==> src/rtl/axi_imem_responder.sv <==
// -----------------------------------------------------------------------------
// axi_imem_responder
//
// AXI4 read-channel responder that fronts a synchronous single-port block RAM
// (one clock of read latency). It accepts one AR transaction at a time and
// returns arlen+1 beats of 32-bit data on the R channel. It supports INCR
// (address steps by 4 and wraps modulo 2^ADDR_WIDTH) and FIXED bursts.
// Misaligned addresses, sizes other than 4 bytes, and WRAP/reserved burst
// types still return the full beat count, with rdata=0 and rresp=SLVERR.
// Every output comes from a register, so no input reaches an output
// combinationally.
//
// Ports
//   clk, rstn          clock, asynchronous active-low reset
//   ar*                AXI4 read-address channel (arcache/arlock/arprot/arqos
//                      are accepted but have no effect)
//   r*                 AXI4 read-data channel
//   mem_en/mem_addr    BRAM read enable and word address
//   mem_dout           BRAM read data, valid one clock after the mem_en edge
// -----------------------------------------------------------------------------
`timescale 1ns/1ps

module axi_imem_responder #(
    parameter int ADDR_WIDTH = 15,
    parameter int ID_WIDTH   = 4
) (
    input  logic                  clk,
    input  logic                  rstn,
    input  logic [ADDR_WIDTH-1:0] araddr,
    input  logic [1:0]            arburst,
    input  logic [3:0]            arcache,
    input  logic [ID_WIDTH-1:0]   arid,
    input  logic [7:0]            arlen,
    input  logic                  arlock,
    input  logic [2:0]            arprot,
    input  logic [3:0]            arqos,
    input  logic [2:0]            arsize,
    input  logic                  arvalid,
    output logic                  arready,
    output logic [31:0]           rdata,
    output logic [ID_WIDTH-1:0]   rid,
    output logic                  rlast,
    output logic [1:0]            rresp,
    output logic                  rvalid,
    input  logic                  rready,
    output logic                  mem_en,
    output logic [ADDR_WIDTH-3:0] mem_addr,
    input  logic [31:0]           mem_dout
);

    typedef enum logic [1:0] {
        IDLE,  // waiting for AR
        RD,    // mem_en asserted for the current beat
        LAT,   // BRAM read latency
        RESP   // beat presented on R, waiting for rready
    } state_t;

    localparam logic [1:0] RESP_OKAY   = 2'b00;
    localparam logic [1:0] RESP_SLVERR = 2'b10;

    state_t                state_q, state_d;
    logic [ADDR_WIDTH-1:0] addr_q, addr_d;
    logic [7:0]            len_q, len_d;
    logic [7:0]            beat_q, beat_d;
    logic                  fixed_q, fixed_d;
    logic                  err_q, err_d;

    logic                  arready_d;
    logic [31:0]           rdata_d;
    logic [ID_WIDTH-1:0]   rid_d;
    logic                  rlast_d;
    logic [1:0]            rresp_d;
    logic                  rvalid_d;
    logic                  mem_en_d;
    logic [ADDR_WIDTH-3:0] mem_addr_d;

    logic                  ar_hs;
    logic                  r_hs;
    logic                  req_err;
    logic                  last_beat;
    logic [7:0]            next_beat;
    logic [ADDR_WIDTH-1:0] next_addr;

    // Sideband AR fields carry nothing this memory cares about.
    logic unused_inputs;
    assign unused_inputs = ^{arcache, arlock, arprot, arqos};

    assign ar_hs     = arvalid && arready;
    assign r_hs      = rvalid && rready;
    assign req_err   = (araddr[1:0] != 2'b00) || (arsize != 3'b010) || arburst[1];
    assign last_beat = (beat_q == len_q);
    assign next_beat = beat_q + 8'd1;
    // FIXED repeats the same word; INCR steps one word and wraps naturally.
    assign next_addr = fixed_q ? addr_q : addr_q + ADDR_WIDTH'(4);

    // NOTE: every signal driven here gets a default first, so no path leaves
    // a value unassigned and no latch is inferred.
    always_comb begin
        state_d    = state_q;
        addr_d     = addr_q;
        len_d      = len_q;
        beat_d     = beat_q;
        fixed_d    = fixed_q;
        err_d      = err_q;
        arready_d  = arready;
        rdata_d    = rdata;
        rid_d      = rid;
        rlast_d    = rlast;
        rresp_d    = rresp;
        rvalid_d   = rvalid;
        mem_en_d   = 1'b0;
        mem_addr_d = mem_addr;

        unique case (state_q)
            IDLE: begin
                // arready stays low in the first cycle after reset and rises
                // at that cycle's end.
                arready_d = 1'b1;
                if (ar_hs) begin
                    arready_d = 1'b0;
                    addr_d    = araddr;
                    len_d     = arlen;
                    beat_d    = 8'd0;
                    fixed_d   = (arburst == 2'b00);
                    err_d     = req_err;
                    rid_d     = arid;
                    if (req_err) begin
                        // Error beats skip the BRAM entirely.
                        rvalid_d = 1'b1;
                        rdata_d  = 32'd0;
                        rresp_d  = RESP_SLVERR;
                        rlast_d  = (arlen == 8'd0);
                        state_d  = RESP;
                    end else begin
                        mem_en_d   = 1'b1;
                        mem_addr_d = araddr[ADDR_WIDTH-1:2];
                        state_d    = RD;
                    end
                end
            end

            RD: begin
                state_d = LAT;
            end

            LAT: begin
                rdata_d  = mem_dout;
                rvalid_d = 1'b1;
                rresp_d  = RESP_OKAY;
                rlast_d  = last_beat;
                state_d  = RESP;
            end

            RESP: begin
                if (r_hs) begin
                    rvalid_d = 1'b0;
                    rlast_d  = 1'b0;
                    if (last_beat) begin
                        arready_d = 1'b1;
                        state_d   = IDLE;
                    end else begin
                        beat_d = next_beat;
                        addr_d = next_addr;
                        if (err_q) begin
                            // Next error beat follows back to back.
                            rvalid_d = 1'b1;
                            rdata_d  = 32'd0;
                            rresp_d  = RESP_SLVERR;
                            rlast_d  = (next_beat == len_q);
                        end else begin
                            mem_en_d   = 1'b1;
                            mem_addr_d = next_addr[ADDR_WIDTH-1:2];
                            state_d    = RD;
                        end
                    end
                end
            end

            default: state_d = IDLE;
        endcase
    end

    // NOTE: state and output registers use non-blocking assignments so that
    // every register samples the pre-edge values computed above.
    always_ff @(posedge clk or negedge rstn) begin
        if (!rstn) begin
            state_q  <= IDLE;
            addr_q   <= '0;
            len_q    <= '0;
            beat_q   <= '0;
            fixed_q  <= 1'b0;
            err_q    <= 1'b0;
            arready  <= 1'b0;
            rdata    <= '0;
            rid      <= '0;
            rlast    <= 1'b0;
            rresp    <= RESP_OKAY;
            rvalid   <= 1'b0;
            mem_en   <= 1'b0;
            mem_addr <= '0;
        end else begin
            state_q  <= state_d;
            addr_q   <= addr_d;
            len_q    <= len_d;
            beat_q   <= beat_d;
            fixed_q  <= fixed_d;
            err_q    <= err_d;
            arready  <= arready_d;
            rdata    <= rdata_d;
            rid      <= rid_d;
            rlast    <= rlast_d;
            rresp    <= rresp_d;
            rvalid   <= rvalid_d;
            mem_en   <= mem_en_d;
            mem_addr <= mem_addr_d;
        end
    end

endmodule

==> config.mk <==
export PLATFORM = sky130hd
export DESIGN_NAME = axi_imem_responder
export DESIGN_NICKNAME = d
export VERILOG_FILES = /design/src/rtl/axi_imem_responder.sv
export SDC_FILE = /design/constraint.sdc
export NUM_CORES = 1
export LEC_CHECK = 0
export ABC_CLOCK_PERIOD_IN_PS = 6400
export BUFFER_PORTS_ARGS = -buffer_cell sky130_fd_sc_hd__buf_4
export CORE_MARGIN = 2
export CORE_UTILIZATION = 56
export CTS_CLUSTER_DIAMETER = 30
export DETAILED_ROUTE_END_ITERATION = 16
export PLACE_DENSITY = 0.84
export RECOVER_POWER = 50
export SLEW_MARGIN = 10
export SYNTH_ARGS = -nofsm -noshare
export SYNTH_HDL_FRONTEND = slang
export SYNTH_SLANG_ARGS = --single-unit
==> constraint.sdc <==
create_clock -name clk -period 6.4 [get_ports clk]
set_clock_uncertainty 0.1 [all_clocks]
set_input_delay 0.64 -clock clk [delete_from_list [all_inputs] [get_ports clk]]
set_output_delay 0.64 -clock clk [all_outputs]
set_load 0.02 [all_outputs]
# After elaboration in Yosys (flattened, before gate mapping)
# Cells that the tools add are included.
[totals]
ff_bits = 90
in_bits = 80
output_inout_bits = 55
elab_cells = 106
[classes]
n_addsub = 2
eq_ne = 16
mux = 55
n_reduce_logical = 18
[op_table]
columns = ["cell", "count"]
rows = [
  ["2-to-1 mux 32 bit", 5],
  ["one-hot mux 32 bit (3 select lines)", 1],
  ["2-to-1 mux 13 bit", 5],
  ["2-to-1 mux 15 bit", 4],
  ["one-hot mux 15 bit (2 select lines)", 1],
  ["one-hot mux 13 bit (2 select lines)", 1],
  ["2-to-1 mux 8 bit", 3],
  ["2-to-1 mux 2 bit", 10],
  ["2-to-1 mux 1 bit", 18],
  ["!= test 2 bit, second input constant", 9],
  ["== test 8 bit", 2],
  ["one-hot mux 8 bit (2 select lines)", 1],
  ["adder 15 x 3 -> 15 bit, second input constant", 1],
  ["AND reduction 6 bit", 2],
  ["adder 8 x 1 -> 8 bit, second input constant", 1],
  ["zero test 8 bit", 1],
  ["one-hot mux 2 bit (4 select lines)", 1],
  ["AND reduction 4 bit", 2],
  ["one-hot mux 1 bit (3 select lines)", 2],
  ["one-hot mux 2 bit (3 select lines)", 1],
  ["AND reduction 3 bit", 2],
  ["AND reduction 5 bit", 1],
  ["== test 2 bit, second input constant", 2],
  ["zero test 2 bit", 2],
  ["other kinds (9)", 13],
]

# Longest topological paths before layout
# Gate-level depths: netlist of the first run.
[depth]
word_depth = 6
depth_mapped = 9
mapped_depth_nobuf = 6

# Worst setup path after synthesis of the first run
# Ideal clock, no wire load.
[synth_path]
kind = "input to register"
from = "input port arsize[0]"
to = "register mem_addr[10]"
setup_time_ns = 0.125
arrival_ns = 2.262
required_time_ns = 6.175
slack_ns = 3.913
path_stages = 6
n_path_buf = 1
cell_sequence = "or4b_4 > nor3_4 > inv_2 > a221oi_4 > buf_6 > mux2_4"
[synth_between]
elab_chain_cells = 5
[synth_rtl]
columns = ["element", "line_no", "text"]
rows = [
  ["from (decl)", "37", "input logic [2:0] arsize,"],
  ["!= test 3 x 2 -> 1 bit", "90", "assign req_err = (araddr[1:0] != 2'b00) || (arsize != 3'b010) || arburst[1];"],
  ["logical OR 1 bit (2 in a row)", "90", ""],
  ["!= test 2 bit (no source line)", "--", ""],
  ["AND reduction 6 bit (no source line)", "--", ""],
  ["to (signal assigned)", "215", "mem_addr <= mem_addr_d;"],
  ["to (decl)", "47", "output logic [ADDR_WIDTH-3:0] mem_addr,"],
]
# Every way passes these cells.
# A chain may end at the register's enable or synchronous reset.

# Final worst setup path of the first run
[layout_path]
from = "register state_q[0]"
to = "register mem_addr[0]"
[layout_between]
elab_chain_cells = 3
word_cells_on_any_way = 10
cone_classes = "6 x eq/ne; 1 x mux; 3 x reduce/logical"
[layout_rtl]
columns = ["element", "line_no", "text"]
rows = [
  ["from (decl)", "61", "state_t state_q, state_d;"],
  ["from (signal assigned)", "202", "state_q <= state_d;"],
  ["== test 2 bit or zero test 2 bit (tied branches)", "114", "unique case (state_q)"],
  ["!= test 2 bit (no source line) or nonzero test 2 bit (tied branches)", "--", ""],
  ["AND reduction 6 bit (no source line)", "--", ""],
]
# Parallel ways exist; a longest one is shown, timed or not.

==> metrics.yaml, run 1 <==
outcome:
  outcome: "completed"
logic_synthesis:
  seq_area_frac_synth_pct: 46.5
  syn-instance-count: 460
  synth.avg_cell_area_sq_um: 10.2
  ys_seq_elements: 87
  synthesis.nets: 546
  yosys_warnings: 0
  synthFlopType: "dfrtp_1"
  yosys.cell_types.count: 57
  synth_async_sr_flop_share_pct: 100
  syn_area_sq_um: 4680
  synth_edf_count: 0
setup_path:
  cp_max_fo: 43
  cp_slowest_cell: "a221oi_4"
  crit_path_max_incr_delay_ns: 0.85
  reg2reg_depth: 5
  critPathCaptureType: "register"
  r2r_start: "state_q[0]"
  required_ns: 6.54
  startpoint_type: "register"
  r2r_end: "mem_addr[0]"
  r2r_slack_ns: 3.35
  crit_path_cell_trace: "ha_1 > buf_4 > a221o_1 > a221oi_4 > mux2_2"
  critical_path_class: "register to register"
  critical_path.top_delay_family: "compound AO/OA/AOI/OAI gates"
  critPathBufInv: 1
  cp.arrival_ns: 3.19
placed_design:
  gp_congestion: 0.856
  dp.cells: 660
  dpl_cell_area_sq_um: 5590
  io_buffers: 121
  dpl.hpwl_um: 7450
drt:
  drt-initial-drc-count: 130
  antenna_left: 0
  totalWireLength_um: 10400
  route.detailed.drc: 0
  first_pass_iters: 4
  via_count: 3717
  wl_per_cell_um: 15.4
  vias_per_cell: 5.51
min_path:
  hp-start: "rid[3]"
  hold_path_class: "register to register"
  holdPathEnd: "rid[3]"
  holdPathStages: 1
cts:
  ctsResizeCount: 0
  cts_tree: "done"
  clk_transition_reported_paths_ns: 0.08
  clkLatencyLatePin_ns: 0.36
  postCtsSetupRepairBufs: 0
  htreeDepth: 3
  cts_root_buf: "clkbuf_8"
  clock-sinks: 87
  clk_path_buf_depth: 2
  cts_buffers: 9
  cts.hold.buffers_added: 0
grt:
  antenna_found_initial: 0
  grt_pass1_wl_um: 16800
  grtUsageTotal_pct: 23.6
  gr-total-overflow: 0
  grt_max_degree: 64
  grt_pass1_vias: 3628
layout:
  num_antenna_cells: 0
  nets: 652
  layout_commonest_cell: "buf_4"
  nFillCells: 662
  final_area_sq_um: 5700
  multi_input_comb_area_sq_um: 2200
  drive_gt1_share_pct: 28.1
  ff_latch_area_sq_um: 2180
  layout.cells.non_filler: 675
  final_cell_mix: "96 x buf_4, 87 x dfrtp_1, 56 x nand2_1"
  area_delta_synth_final_pct: 21.7
sta:
  rsz0062_at_grt: "no"
  hold_viol: 0
  maxSlewHeadroom_pct: 11.7
  tightest_slew_ns: 1.32
  setup_viol: 0
  period_needed_ns: 3.05
  tns_ns: 0
  slew_violations: 0
  fin_crit_sh_pct: 47.6
  max_freq_ghz: 0.328
  hold_ws_ns: 0.415
power:
  power_frac_comb_pct: 54.5
  ir_drop_mv: 0.293
  swShare_pct: 43.3
  p_leak_uw: 0.00258
  p_int_uw: 1770
  powerDensity_nw_per_um2: 549
  power_frac_seq_pct: 32.2
  clkPwrFrac_pct: 13.3
  p_switching_uw: 1360
floorplanning:
  start_util_pct: 57.3
  dieWidth_um: 95.5
  dieArea_sq_um: 9110
  core_area_sq_um: 8180
  die_y_um: 95.5
  io_pins: 135
  std_cell_rows: 33
flow_run:
  drv_cap: 0
worst max-delay path by stage:
stage	from	to	slack, ns	cells after the start
finish	state_q[0]	mem_addr[0]	3.35	5
global route	state_q[0]	beat_q[7]	3.11	6
CTS	state_q[0]	mem_addr[0]	3.35	5
detailed placement	arsize[0]	mem_addr[12]	3.28	6
global placement	arsize[0]	mem_addr[1]	3.33	6
floorplan	arsize[0]	mem_addr[10]	3.91	6
metrics by stage:
step	power, uW	setup WS [ns]	util [%]
after floorplan	2300	3.91	-
after global placement	2720	3.33	68.4
after detailed placement	2800	3.28	68.4
after CTS	3220	3.35	71.0
after global routing	3350	3.11	69.8
final	3130	3.35	69.8
cells by family after synthesis:
logic type / synth area share, %
XOR/XNOR: 4.83
other: 0.0801
AO/OA/AOI/OAI: 11.2
adder cells (fa/ha/maj): 1.60
AND/OR/NAND/NOR: 12.4
flip-flops: 46.5
multiplexers: 16.7
buffers and inverters: 6.70
final cells by class:
type                    count  area share, %
repair buffers            124           14.5
well taps                 105           2.30
inverters                  41           2.70
flip-flops and latches     87           38.2
multi-input cells         303           38.6
clock buffers              10           2.24
clock inverters             5           1.47
cells in the mapped netlist, types with 5 or more instances:
master | instances | area [sq um]
nand2_1 | 56 | 210
mux2i_1 | 36 | 360
clkbuf_1 | 11 | 41.3
inv_1 | 40 | 150
nor4_1 | 5 | 31.3
o21ai_0 | 24 | 120
a22oi_1 | 7 | 52.6
dfrtp_1 | 87 | 2180
xnor2_1 | 17 | 149
buf_6 | 5 | 56.3
mux2_2 | 24 | 270
a21oi_1 | 27 | 135
mux2_4 | 10 | 150
buf_2 | 8 | 40.0
nor3_1 | 6 | 30.0
nand3_1 | 9 | 45.0
xor2_1 | 7 | 61.3
nor2_1 | 18 | 67.6
ha_1 | 6 | 75.1
per-layer routing:
metal	global-route usage, %	share of wire, %	vias to the layer above
met5	0	0	-
met3	6.25	7.2	13
li1	-	-	1784
met4	8.21	1.1	0
met2	39.0	49	115
met1	30.2	43	1805
power groups by stage:
stage                     Clock [uW]  Combinational (uW)  Sequential [uW]
after global routing             445                1860             1040
after detailed placement           0                1780             1010
final                            415                1710             1010
after floorplan                    0                1150             1150
after CTS                        422                1780             1010
after global placement             0                1710             1000
sequential cells by signal (all words and copies together) (netlist names):
signal,cells
len_q,8
rresp,1
rid,4
rdata,32
mem_en,1
beat_q,8
addr_q,13
mem_addr,13
rlast,1
fixed_q,1
err_q,1
state_q,2
arready,1
rvalid,1
Power figures use the tool's default switching activity.
==> inputs of run 2 (changes only) <==
--- a/config.mk
+++ b/config.mk
@@ -5,13 +5,13 @@
 export SDC_FILE = /design/constraint.sdc
 export NUM_CORES = 1
 export LEC_CHECK = 0
-export ABC_CLOCK_PERIOD_IN_PS = 6400
+export ABC_CLOCK_PERIOD_IN_PS = 2590
 export BUFFER_PORTS_ARGS = -buffer_cell sky130_fd_sc_hd__buf_4
 export CORE_MARGIN = 2
-export CORE_UTILIZATION = 56
+export CORE_UTILIZATION = 47
 export CTS_CLUSTER_DIAMETER = 30
 export DETAILED_ROUTE_END_ITERATION = 16
-export PLACE_DENSITY = 0.84
+export PLACE_DENSITY = 0.75
 export RECOVER_POWER = 50
 export SLEW_MARGIN = 10
 export SYNTH_ARGS = -nofsm -noshare
==> constraint.sdc (replaced) <==
create_clock -name clk -period 2.59 [get_ports clk]
set_clock_uncertainty 0.1 [all_clocks]
set_input_delay 0.259 -clock clk [delete_from_list [all_inputs] [get_ports clk]]
set_output_delay 0.259 -clock clk [all_outputs]
set_load 0.02 [all_outputs]
==> run 2 against run 1 <==
Non-clock buffer count rose by 10. Combinational power increased to 2.6 times the previous value. Clock-buffer cell count rose by 1. Hold slack lost 0.39 ns. Design area up 1.3%. Largest cell class unchanged. Highest routed layer unchanged.
==> metrics.yaml, run 2 (synthesis gave the netlist of run 1 again) <==
cts:
  htreeDepth: 3  # unchanged
  cts_root_buf: "clkbuf_8"  # unchanged
  clkLatencyLatePin_ns: 0.36  # about the same
  clk_path_buf_depth: 2  # unchanged
  clk_transition_reported_paths_ns: 0.08  # about the same
  clock-sinks: 87  # unchanged
  cts_tree: "done"  # unchanged
  cts_buffers: 9  # unchanged
floorplanning:
  start_util_pct: 48.1  # was 57.3%
  die_y_um: 104  # was 95.5 um
  core_area_sq_um: 9730  # was 8180 sq um
  std_cell_rows: 36  # was 33
  dieArea_sq_um: 10800  # was 9110 sq um
  dieWidth_um: 104  # was 95.5 um
  io_pins: 135  # unchanged
min_path:
  hp-start: "arid[0]"  # was rid[3]
  holdPathEnd: "rid[0]"  # was rid[3]
  hold_path_class: "input pin to register"  # was register to register
  holdPathStages: 2  # was 1
grt:
  grt_pass1_vias: 4007  # was 3628
  grt_pass1_wl_um: 18300  # was 16800 um
  antenna_found_initial: 0  # unchanged
  gr-total-overflow: 0  # unchanged
  grt_max_degree: 48  # was 64
  grtUsageTotal_pct: 20.8  # was 23.6%
power:
  swShare_pct: 43.4  # was 43.3%
  p_int_uw: 4370  # was 1770 uW
  p_switching_uw: 3350  # was 1360 uW
  p_leak_uw: 0.00262  # was 0.00258 uW
  power_frac_seq_pct: 32.3  # was 32.2%
  ir_drop_mv: 0.643  # was 0.293 mV
  p_total_uw: 7720  # was 3130 uW
  powerDensity_nw_per_um2: 1340  # was 549 nW/um^2
  power_frac_comb_pct: 57.1  # was 54.5%
  clkPwrFrac_pct: 10.6  # was 13.3%
drt:
  totalWireLength_um: 10600  # was 10400 um
  via_count: 3748  # was 3717
  vias_per_cell: 5.27  # was 5.51
  drt-initial-drc-count: 122  # was 130
  wl_per_cell_um: 14.9  # was 15.4 um
  antenna_left: 0  # unchanged
  route.detailed.drc: 0  # unchanged
  first_pass_iters: 4  # unchanged
layout:
  area_delta_synth_final_pct: 23.4  # was 21.7%
  layout_commonest_cell: "buf_4"  # unchanged
  largestRegisters: "rdata: 32 flops, addr_q: 13 flops, mem_addr: 13 flops"  # unchanged
  final_area_sq_um: 5780  # was 5700 sq um
  regMostFlops: "rdata"  # unchanged
  nFillCells: 882  # was 662
  final_cell_mix: "102 x buf_4, 87 x dfrtp_1, 56 x nand2_1"  # was 96 x buf_4, 87 x dfrtp_1, 56 x nand2_1
  nets: 662  # was 652
  num_antenna_cells: 0  # unchanged
  fin_util_pct: 59.4  # was 69.8%
  ff_latch_area_sq_um: 2180  # unchanged
  multi_input_comb_area_sq_um: 2200  # about the same
  drive_gt1_share_pct: 28.9  # was 28.1%
  largest_register_ff_count: 32  # unchanged
setup_path:
  cp_max_fo: 8  # was 43
  startpoint_type: "register"  # unchanged
  cp.arrival_ns: 2.55  # was 3.19 ns
  r2r_slack_ns: 0.22  # was 3.35 ns
  r2r_start: "beat_q[0]"  # was state_q[0]
  required_ns: 2.78  # was 6.54 ns
  crit_path_max_incr_delay_ns: 0.54  # was 0.85 ns
  reg2reg_depth: 6  # was 5
  critPathCaptureType: "register"  # unchanged
  critical_path_class: "register to register"  # unchanged
  crit_path_cell_trace: "ha_1 > nand3_1 > xnor2_1 > or4b_1 > or4_1 > a21oi_1"  # was ha_1 > buf_4 > a221o_1 > a221oi_4 > mux2_2
  cp_slowest_cell: "or4b_1"  # was a221oi_4
  r2r_end: "rlast"  # was mem_addr[0]
sta:
  tightest_slew_ns: 1.01  # was 1.32 ns
  rsz0062_at_grt: "no"  # unchanged
  hold_viol: 0  # unchanged
  maxSlewHeadroom_pct: 32.6  # was 11.7%
  slew_violations: 0  # unchanged
  fin_crit_sh_pct: 91.3  # was 47.6%
  period_needed_ns: 2.37  # was 3.05 ns
  tns_ns: 0  # unchanged
  hold_ws_ns: 0.0297  # was 0.415 ns
  max_freq_ghz: 0.423  # was 0.328 GHz
  setup_viol: 0  # unchanged
placed_design:
  dpl_cell_area_sq_um: 5730  # was 5590 sq um
  gp_congestion: 0.867  # was 0.856
  dpl.hpwl_um: 7700  # was 7450 um
  io_buffers: 121  # unchanged
flow_run:
  drv_cap: 0  # unchanged
outcome:
  outcome: "completed"  # unchanged
-- run 2: worst max path at each step --
stage                         to       start  slack [ns]  depth (start not counted)
finish                     rlast   beat_q[0]        0.22                          6
global route           beat_q[5]  state_q[0]        0.04                          8
CTS                        rlast  state_q[0]        0.21                          5
detailed placement     beat_q[5]  state_q[0]        0.23                          8
global placement           rlast  state_q[0]        0.29                          5
floorplan           mem_addr[10]  state_q[0]        0.30                          8
-- run 2: cell type report --
| class | count | share of cell area [%] |
|---|---|---|
| repair buffers | 134 | 16.1 |
| multi-input cells | 303 | 38.1 |
| clock buffers | 11 | 2.45 |
| well taps | 133 | 2.88 |
| clock inverters | 2 | 0.173 |
| flip-flops and latches | 87 | 37.7 |
| inverters | 41 | 2.66 |
-- run 2: through the flow --
step / setup slack (ns) / std cells
after floorplan: 0.298 / 460
after global placement: 0.286 / 697
after detailed placement: 0.229 / 697
after CTS: 0.205 / 711
after global routing: 0.0350 / 711
final: 0.225 / 711
-- run 2: metal layers --
layer | GRT usage, % | wire length, um | up-vias
li1 | - | - | 1798
met1 | 25.7 | 4440 | 1821
met2 | 34.3 | 5230 | 116
met3 | 6.10 | 759 | 13
met4 | 7.92 | 148 | 0
met5 | 0 | 0 | -
-- run 2: what timing repair did --
item                       in CTS  in global routing
hold endpoints to repair       40                  0
setup endpoints to repair       0                  0
buffers inserted                0                  0
gates resized for setup         0                  0
hold buffers                    1                  0
-- run 2: critical path, delay by kind of cell, from the launching register on --
kind	cells	cell delay, ns
flip-flops	1	0.50
XOR/XNOR	1	0.17
AO/OA/AOI/OAI	1	0.16
AND/OR/NAND/NOR	3	1.14
adder cells (fa/ha/maj)	1	0.22
-- run 2: power by group through the flow --
stage | Sequential [uW] | Clock [uW] | Combinational [uW]
floorplan | 2840 | 0 | 2850
global placement | 2480 | 0 | 4450
detailed placement | 2520 | 0 | 4590
CTS | 2500 | 838 | 4610
global route | 2590 | 905 | 4820
finish | 2490 | 816 | 4410
